File: config.mk
export PLATFORM = sky130hd
export DESIGN_NAME = btn_event_arbiter
export DESIGN_NICKNAME = d
export VERILOG_FILES = /design/src/rtl/btn_event_arbiter.sv
export SDC_FILE = /design/constraint.sdc
export NUM_CORES = 1
export LEC_CHECK = 0
export ABC_AREA = 1
export ABC_CLOCK_PERIOD_IN_PS = 4400
export CAP_MARGIN = 20
export CORE_MARGIN = 2
export CORE_UTILIZATION = 45
export CTS_CLUSTER_SIZE = 12
export DETAILED_ROUTE_END_ITERATION = 10
export PLACE_DENSITY = 0.65
export SLEW_MARGIN = 20
export SYNTH_ARGS = -nofsm -noshare
export SYNTH_HDL_FRONTEND = slang
export SYNTH_SLANG_ARGS = --single-unit
File: constraint.sdc
create_clock -name clk_d -period 4.4 [get_ports clk_d]
set_input_delay 0.88 -clock clk_d [delete_from_list [all_inputs] [get_ports clk_d]]
set_output_delay 0.88 -clock clk_d [all_outputs]
set_load 0.01 [all_outputs]
File: src/rtl/btn_event_arbiter.sv
`default_nettype none
// ============================================================================
// Module      : btn_event_arbiter
// Description : Synchronises raw buttons, latches release edges as pending
//               requests and serialises them round-robin onto a valid/ready
//               event stream, with a per-button post-accept lockout window.
// Revision    : 1.0 - initial release
// ============================================================================
module btn_event_arbiter #(
    parameter int N_BTN   = 4,
    parameter int IDX_W   = 2,
    parameter int LOCKOUT = 8,
    parameter int CNT_W   = 4
) (
    input  logic             clk_d,
    input  logic             rst_n,
    input  logic [N_BTN-1:0] bt,
    input  logic             ev_ready,
    input  logic             clr_ovf,
    output logic             ev_valid,
    output logic [IDX_W-1:0] ev_idx,
    output logic [N_BTN-1:0] ev_onehot,
    output logic [N_BTN-1:0] pending,
    output logic             overflow
);

    typedef enum logic [0:0] {
        ST_IDLE  = 1'b0,
        ST_OFFER = 1'b1
    } state_t;

    state_t           r_state;
    logic             r_valid;
    logic [IDX_W-1:0] r_idx;
    logic [IDX_W-1:0] r_last_grant;
    logic [N_BTN-1:0] r_onehot;
    logic             r_overflow;

    logic             w_accept;
    logic [N_BTN-1:0] w_pending;
    logic [N_BTN-1:0] w_ovf_set;
    logic [IDX_W-1:0] w_start;
    logic [IDX_W-1:0] w_pick;
    logic [IDX_W-1:0] w_cand_idx;
    int               w_cand;

    assign w_accept = r_valid & ev_ready;

    generate
        for (genvar gi = 0; gi < N_BTN; gi++) begin : g_btn
            logic [2:0]       r_sync;
            logic [CNT_W-1:0] r_lock;
            logic             r_pend;
            logic             w_rel;
            logic             w_acc_sel;
            logic             w_locked;

            assign w_rel         = r_sync[2] & ~r_sync[1];
            assign w_acc_sel     = w_accept && (r_idx == IDX_W'(gi));
            assign w_locked      = (r_lock != '0);
            assign w_ovf_set[gi] = !w_acc_sel && w_rel && !w_locked && r_pend;
            assign w_pending[gi] = r_pend;

            always_ff @(posedge clk_d) begin
                if (!rst_n) begin
                    r_sync <= '0;
                    r_lock <= '0;
                    r_pend <= 1'b0;
                end else begin
                    r_sync <= {r_sync[1:0], bt[gi]};
                    if (w_acc_sel)
                        r_lock <= CNT_W'(LOCKOUT);
                    else if (w_locked)
                        r_lock <= r_lock - CNT_W'(1);
                    // A release coinciding with its own accept is swallowed.
                    if (w_acc_sel)
                        r_pend <= 1'b0;
                    else if (w_rel && !w_locked)
                        r_pend <= 1'b1;
                end
            end
        end
    endgenerate

    always_ff @(posedge clk_d) begin
        if (!rst_n)
            r_overflow <= 1'b0;
        else if (|w_ovf_set)
            r_overflow <= 1'b1;
        else if (clr_ovf)
            r_overflow <= 1'b0;
    end

    assign w_start = (r_last_grant == IDX_W'(N_BTN - 1)) ? '0 : r_last_grant + IDX_W'(1);

    // Scan from the farthest candidate back to w_start so the nearest pending wins.
    always_comb begin
        w_pick     = w_start;
        w_cand     = 0;
        w_cand_idx = '0;
        for (int k = N_BTN - 1; k >= 0; k--) begin
            w_cand = int'(w_start) + k;
            if (w_cand >= N_BTN)
                w_cand = w_cand - N_BTN;
            w_cand_idx = w_cand[IDX_W-1:0];
            if (w_pending[w_cand_idx])
                w_pick = w_cand_idx;
        end
    end

    always_ff @(posedge clk_d) begin
        if (!rst_n) begin
            r_state      <= ST_IDLE;
            r_valid      <= 1'b0;
            r_idx        <= '0;
            r_onehot     <= '0;
            r_last_grant <= IDX_W'(N_BTN - 1);
        end else begin
            case (r_state)
                ST_IDLE: begin
                    if (|w_pending) begin
                        r_idx    <= w_pick;
                        r_valid  <= 1'b1;
                        r_onehot <= N_BTN'(1) << w_pick;
                        r_state  <= ST_OFFER;
                    end
                end
                ST_OFFER: begin
                    if (w_accept) begin
                        r_last_grant <= r_idx;
                        r_valid      <= 1'b0;
                        r_onehot     <= '0;
                        r_state      <= ST_IDLE;
                    end
                end
                default: r_state <= ST_IDLE;
            endcase
        end
    end

    assign ev_valid  = r_valid;
    assign ev_idx    = r_idx;
    assign ev_onehot = r_onehot;
    assign pending   = w_pending;
    assign overflow  = r_overflow;

endmodule
`default_nettype wire
Yosys cells after proc, flatten, opt, wreduce, memory -nomap -nowiden
Index checks and enable logic that the tools add are counted.
{"block": "totals", "out_inout_bits": 12, "romBits": 0, "ff_bits": 43, "latch_bits": 0, "memories": 0, "input_bits": 8, "word_cells": 143, "ram_bits": 0}
{"block": "classes", "n_eq_ne": 6, "muxes": 36, "n_reduce_logical": 47, "div_mod_pow": 0, "n_shift": 1, "n_addsub": 12, "n_bitwise": 11, "magnitude_cmp": 8, "multipliers": 0}
{"operator": "$mux W4", "n": 10}
{"operator": "$logic_and A1 B1 Y1", "n": 20}
{"operator": "$mux W2", "n": 9}
{"operator": "$reduce_bool A4 Y1", "n": 4}
{"operator": "$sub A4 B1 Y4 const B", "n": 4}
{"operator": "$lt A2 B3 Y1 const B", "n": 4}
{"operator": "$mux W1", "n": 10}
{"operator": "$reduce_bool A2 Y1", "n": 5}
{"operator": "$ge A3 B3 Y1 const B", "n": 3}
{"operator": "$bmux W1 S2", "n": 4}
{"operator": "$logic_not A1 Y1", "n": 8}
{"operator": "$pmux W4 S2", "n": 1}
{"operator": "$reduce_or A2 Y1", "n": 4}
{"operator": "$reduce_or A4 Y1", "n": 2}
{"operator": "$sub A2 B1 Y2 const B", "n": 4}
{"operator": "$add A2 B2 Y3 const B", "n": 2}
{"operator": "$eq A2 B2 Y1 const B", "n": 3}
{"operator": "$not A1 Y1", "n": 6}
{"operator": "$reduce_and A2 Y1", "n": 3}
{"operator": "$and A1 B1 Y1", "n": 5}
{"operator": "$pmux W1 S2", "n": 2}
{"operator": "$shl A1 B2 Y4 const A", "n": 1}
{"operator": "$add A2 B1 Y3 const B", "n": 1}
{"operator": "$ge A2 B3 Y1 const B", "n": 1}
{"operator": "5 further kinds", "n": 5}

Longest topological paths before layout
{"block": "depth", "ltp_word": 14, "mapped_depth": 15, "ltp_nobuf": 15}

Least setup slack after synthesis
OpenSTA, ideal clock, no wires.
{"block": "synth_path", "path_kind": "register to register", "from": "register r_last_grant[0]", "to": "register r_onehot[2] (netlist: ev_onehot[2])", "synth_period_minus_slack_ns": 1.710, "arrival_ns": 1.599, "required_time_ns": 4.288, "slack_ns": 2.690, "stages_incl_launch_ff": 15, "n_path_buf": 0, "setup_ns": 0.112, "cell_sequence": "dfxtp_1 > inv_2 > ha_1 > inv_1 > nand2_2 > nand2_1 > nand2_1 > nand2_1 > inv_1 > nand2_1 > nand3_1 > nand3_2 > nor2_1 > nor2_1 > nor2_1"}
{"block": "synth_via", "elab_chain_cells": 14, "word_cells_on_any_way": 33, "classes_between": "add/sub: 8; order compare: 4; eq/ne: 1; shift: 1; mux: 19"}
{"item": "from (decl)", "line_no": "35", "text": "logic [IDX_W-1:0] r_last_grant;"}
{"item": "from (signal assigned)", "line_no": "117", "text": "r_last_grant <= IDX_W'(N_BTN - 1);"}
{"item": "from (signal assigned)", "line_no": "130", "text": "r_last_grant <= r_idx;"}
{"item": "$add A2 B1 Y2 / $eq A2 B2 Y1 (equally long branches)", "line_no": "94", "text": "assign w_start = (r_last_grant == IDX_W'(N_BTN - 1)) ? '0 : r_last_grant + IDX_W'(1);"}
{"item": "$mux W2 (*)", "line_no": "94"}
{"item": "$add A2 B2 Y3", "line_no": "102", "text": "w_cand = int'(w_start) + k;"}
{"item": "$ge A3 B3 Y1 / $sub A2 B1 Y2 (equally long branches)", "line_no": "103, 104"}
{"item": "$mux W2", "line_no": "103", "text": "if (w_cand >= N_BTN)"}
{"item": "$bmux W1 S2", "line_no": "106", "text": "if (w_pending[w_cand_idx])"}
{"item": "$mux W1 (not written as such)", "line_no": "106"}
{"item": "$mux W2 (3 in a row)", "line_no": "106"}
{"item": "$mux W2 (*)", "line_no": "106"}
{"item": "$shl A1 B2 Y4 (*)", "line_no": "124", "text": "r_onehot <= N_BTN'(1) << w_pick;"}
{"item": "$mux W4 (*)", "line_no": "121", "text": "if (|w_pending) begin"}
{"item": "$pmux W4 S2 (*)", "line_no": "119", "text": "case (r_state)"}
{"item": "to (signal assigned)", "line_no": "124"}
{"item": "to (decl)", "line_no": "36", "text": "logic [N_BTN-1:0] r_onehot;"}
Every way passes the cells marked *; elsewhere a longest branch is shown, timed or not. The select of a mux whose other input is x is not followed.
A chain may end at the register's enable or synchronous reset.

Worst setup path in the final report
{"block": "layout_path", "from": "input rst_n", "to": "register g_btn[1].r_lock[1]"}
{"block": "layout_via", "elab_chain_cells": 2}
{"item": "from (decl)", "line_no": "16", "text": "input logic rst_n,"}
{"item": "$not A1 Y1 (no line)"}
{"item": "$reduce_or A2 Y1 (no line)"}
{"item": "to (signal assigned)", "line_no": "72", "text": "r_lock <= CNT_W'(LOCKOUT);"}
{"item": "to (signal assigned)", "line_no": "74", "text": "r_lock <= r_lock - CNT_W'(1);"}
{"item": "to (decl)", "line_no": "52", "text": "logic [CNT_W-1:0] r_lock;"}
No other way between the ends.

==> run summary <==
Cts hold-fix bufs: 0
Final WS setup: 2.069 ns
Number of distinct library cells after synthesis: 26
Wirelength, routed: 3.705 mm
First-pass GRT wire length: 6.734 mm
WL/cell: 10.15 um
Die Y-Extent: 71.67 um
Initial antenna violation count: 0
Gr usage total: 0.1636
Max frequency: 0.4289 GHz
Crit path max-delay family: buffers and inverters
Crit-path max cell delay: 0.87 ns
Met3 usage: 0.04219
Area contributors post-synth: dfxtp_1, nand2_1, inv_1, nand3_1, ha_1
Syn Area/Cell: 7.033 um2
Initial Utilization: 0.4700
FF-to-FF End: ev_onehot[2]$_SDFFE_PN0P_
Worst R2R Start: r_last_grant[0]$_SDFFE_PN1P_
Top-Level Pins: 20
CTS Buffer Depth: 2
Nets: 330
Crit start category: input pin
Worst Path Buf+Inv: 2
Hold Crit Start: g_btn[2].r_sync[0]$_SDFF_PN0_
Most Crowded Layer GR: met2
Max cap viols: 0
CTS sink cnt: 43
DP HPWL: 2.809 mm
Peak VDD IR: 0.2185 mV
Critical path's slowest cell: clkdlybuf4s50_1
Vias in the first global route: 1,583
Worst Max-Slew Pin Slew: 0.6245 ns
DR pass1 iterations: 4
Fillcell total: 438
GR Util met1: 0.2140
DRC Markers: 0
Hold Vio Cnt, Final: 0
Post-Syn Area: 2061 um2
GR Util met2: 0.2685
CTS buffer count: 5
Port buffer count: 19
Core ar.: 4384 um2
RSZ-0062 raised after global routing: no
CTS tree: built
Register area share after synthesis: 0.4177
Total power: 1.159 mW
Worst-path cell chain: clkdlybuf4s50_1 -> inv_1 -> nor2_1 -> o21ai_0 -> a21oi_1
Cell count after synthesis: 293
Die Wd: 71.67 um
Cell Rows: 24
Count of pins over their slew limit: 0
Post-synthesis async set-or-reset flop share: 0
Syn nets: 311
Vias: 1,710
Post-CTS Setup Bufs: 0
Worst EP required: 4.63 ns
Slew headroom: 0.5824
Full die area: 5137 um2
FF-to-FF setup slack: 2.45 ns
Synth top area share: 0.4177
Placement Setup Slack: 1.738 ns
Critical Path AT: 2.56 ns
Hold Path Cell Cnt: 2
DR vias/cell: 4.685
N_diodes: 0
Worst setup EP type: flop
Tmin final: 2.331 ns
Worst hold endpoint: g_btn[2].r_sync[1]$_SDFF_PN0_
Post-synth top area cell: dfxtp_1
Leakage: 1.157 nW
Reg2Reg Depth: 14
Initial DRC count: 92
Total negative slack: 0 ns
GRT Residual Overflow: 0
Post-synth EDFFs: 0
# resized after CTS: 0
GP Congestion: 0.8237
Cell Pwr Density: 492.6 nW/um2
Ys Warns: 0
Hold WC Path Type: reg -> reg
Final antenna-violating net count: 0
Reg clk slew, reported paths: 0.07 ns
Layout cells sized above 1: 0.05431
H-Tree Depth: 2
Clock Tree Root: clkbuf_8
Synth Register Bits: 43
Largest net degree at the start of global routing: 20
Synth-to-layout area growth: 14.15%
End-of-flow core utilization: 0.5365
Crit Path Class: in -> reg
Post-synth top flop: dfxtp_1
Clock Skew: 0.006050 ns
Setup violators final: 0
Outcome: finished, final reports clean
CP max FO: 19
Worst-Skew Late Latency: 0.29 ns
Final period util: 0.5299
## worst max-delay path by stage
stage / cells after the start / from / end
6_report: 5 / rst_n / g_btn[1].r_lock[1]$_SDFFE_PP0P_
5_1_grt: 5 / rst_n / g_btn[1].r_lock[2]$_SDFFE_PP0P_
4_1_cts: 5 / rst_n / g_btn[1].r_lock[2]$_SDFFE_PP0P_
3_5_place_dp: 5 / rst_n / g_btn[1].r_lock[2]$_SDFFE_PP0P_
3_3_place_gp: 5 / rst_n / g_btn[1].r_lock[2]$_SDFFE_PP0P_
2_1_floorplan: 14 / r_last_grant[0]$_SDFFE_PN1P_ / ev_onehot[2]$_SDFFE_PN0P_
## where the power goes
part	switching, mW	internal [mW]
registers	0.0482	0.462
clock network	0.128	0.111
logic	0.239	0.171
## tightest hold or removal path: cells and delay by family (launching register included)
| kind | cells | cell delay (ns) |
|---|---|---|
| and+or+nand+nor | 1 | 0.04 |
| DFF | 1 | 0.31 |
| buffers and inverters | 1 | 0.04 |
## stage by stage
step	hold WS (ns)	instance area [um2]	instances
after global placement	0.3983	2267	357
after detailed placement	0.3994	2267	357
after floorplan	0.3905	2061	293
after CTS	0.4178	2352	365
final	0.4165	2352	365
after global routing	0.4431	2352	365
## synth_stat cells (all sizes together), types with 2 or more instances
library cell,number
a211oi,2
a21oi,17
buf,6
dfxtp,43
ha,10
inv,58
nand2,71
nand3,28
nand4,3
nor2,31
nor3,6
nor3b,2
o211ai,2
o21ai,5
or2,2
xnor2,2
## placed cells by master, fill, tap and decap left out, types with 3 or more instances in the layout
| master | synthesis | layout |
|---|---|---|
| a21oi_1 | 17 | 17 |
| clkbuf_8 | 0 | 5 |
| clkdlybuf4s50_1 | 0 | 19 |
| dfxtp_1 | 43 | 43 |
| ha_1 | 10 | 10 |
| inv_1 | 57 | 57 |
| nand2_1 | 66 | 66 |
| nand2_2 | 5 | 5 |
| nand3_1 | 26 | 26 |
| nand4_1 | 3 | 3 |
| nor2_1 | 31 | 31 |
| nor3_1 | 6 | 6 |
| o21ai_0 | 5 | 5 |
## logic make-up (layout without fill, tap and decap cells)
| group | after synthesis | after routing | share of synthesized area |
|---|---|---|---|
| AO/OA/AOI/OAI | 27 | 27 | 0.07164 |
| XOR/XNOR | 3 | 3 | 0.01275 |
| flip-flops | 43 | 43 | 0.4177 |
| AND/OR/NAND/NOR | 145 | 145 | 0.3078 |
| buffers and inverters | 65 | 85 | 0.1293 |
| adder cells (fa/ha/maj) | 10 | 10 | 0.06072 |
## routing by layer
layer	part of all wire	vias up
met1	0.50	740
met2	0.45	28
met3	0.041	4
met4	0.0089	0
li1	-	938
met5	0	-
## state kept, by name, indices dropped and copies added, names as in the netlist
register / cells
g_btn.r_lock: 16
g_btn.r_sync: 12
ev_onehot: 4
g_btn.r_pend: 4
ev_idx: 2
r_last_grant: 2
ev_valid: 1
overflow: 1
r_state: 1
## final cells by class
class	instances	area [um2]	area share
tap	52	65.06	0.02766
multi-input combinational	185	933.4	0.3968
clock buffer	6	72.57	0.03085
inverter	58	217.7	0.09255
clock inverter	2	12.51	0.005319
sequential	43	860.8	0.3660
timing repair buffer	19	190.2	0.08085
(Power assumes the default switching activity.)
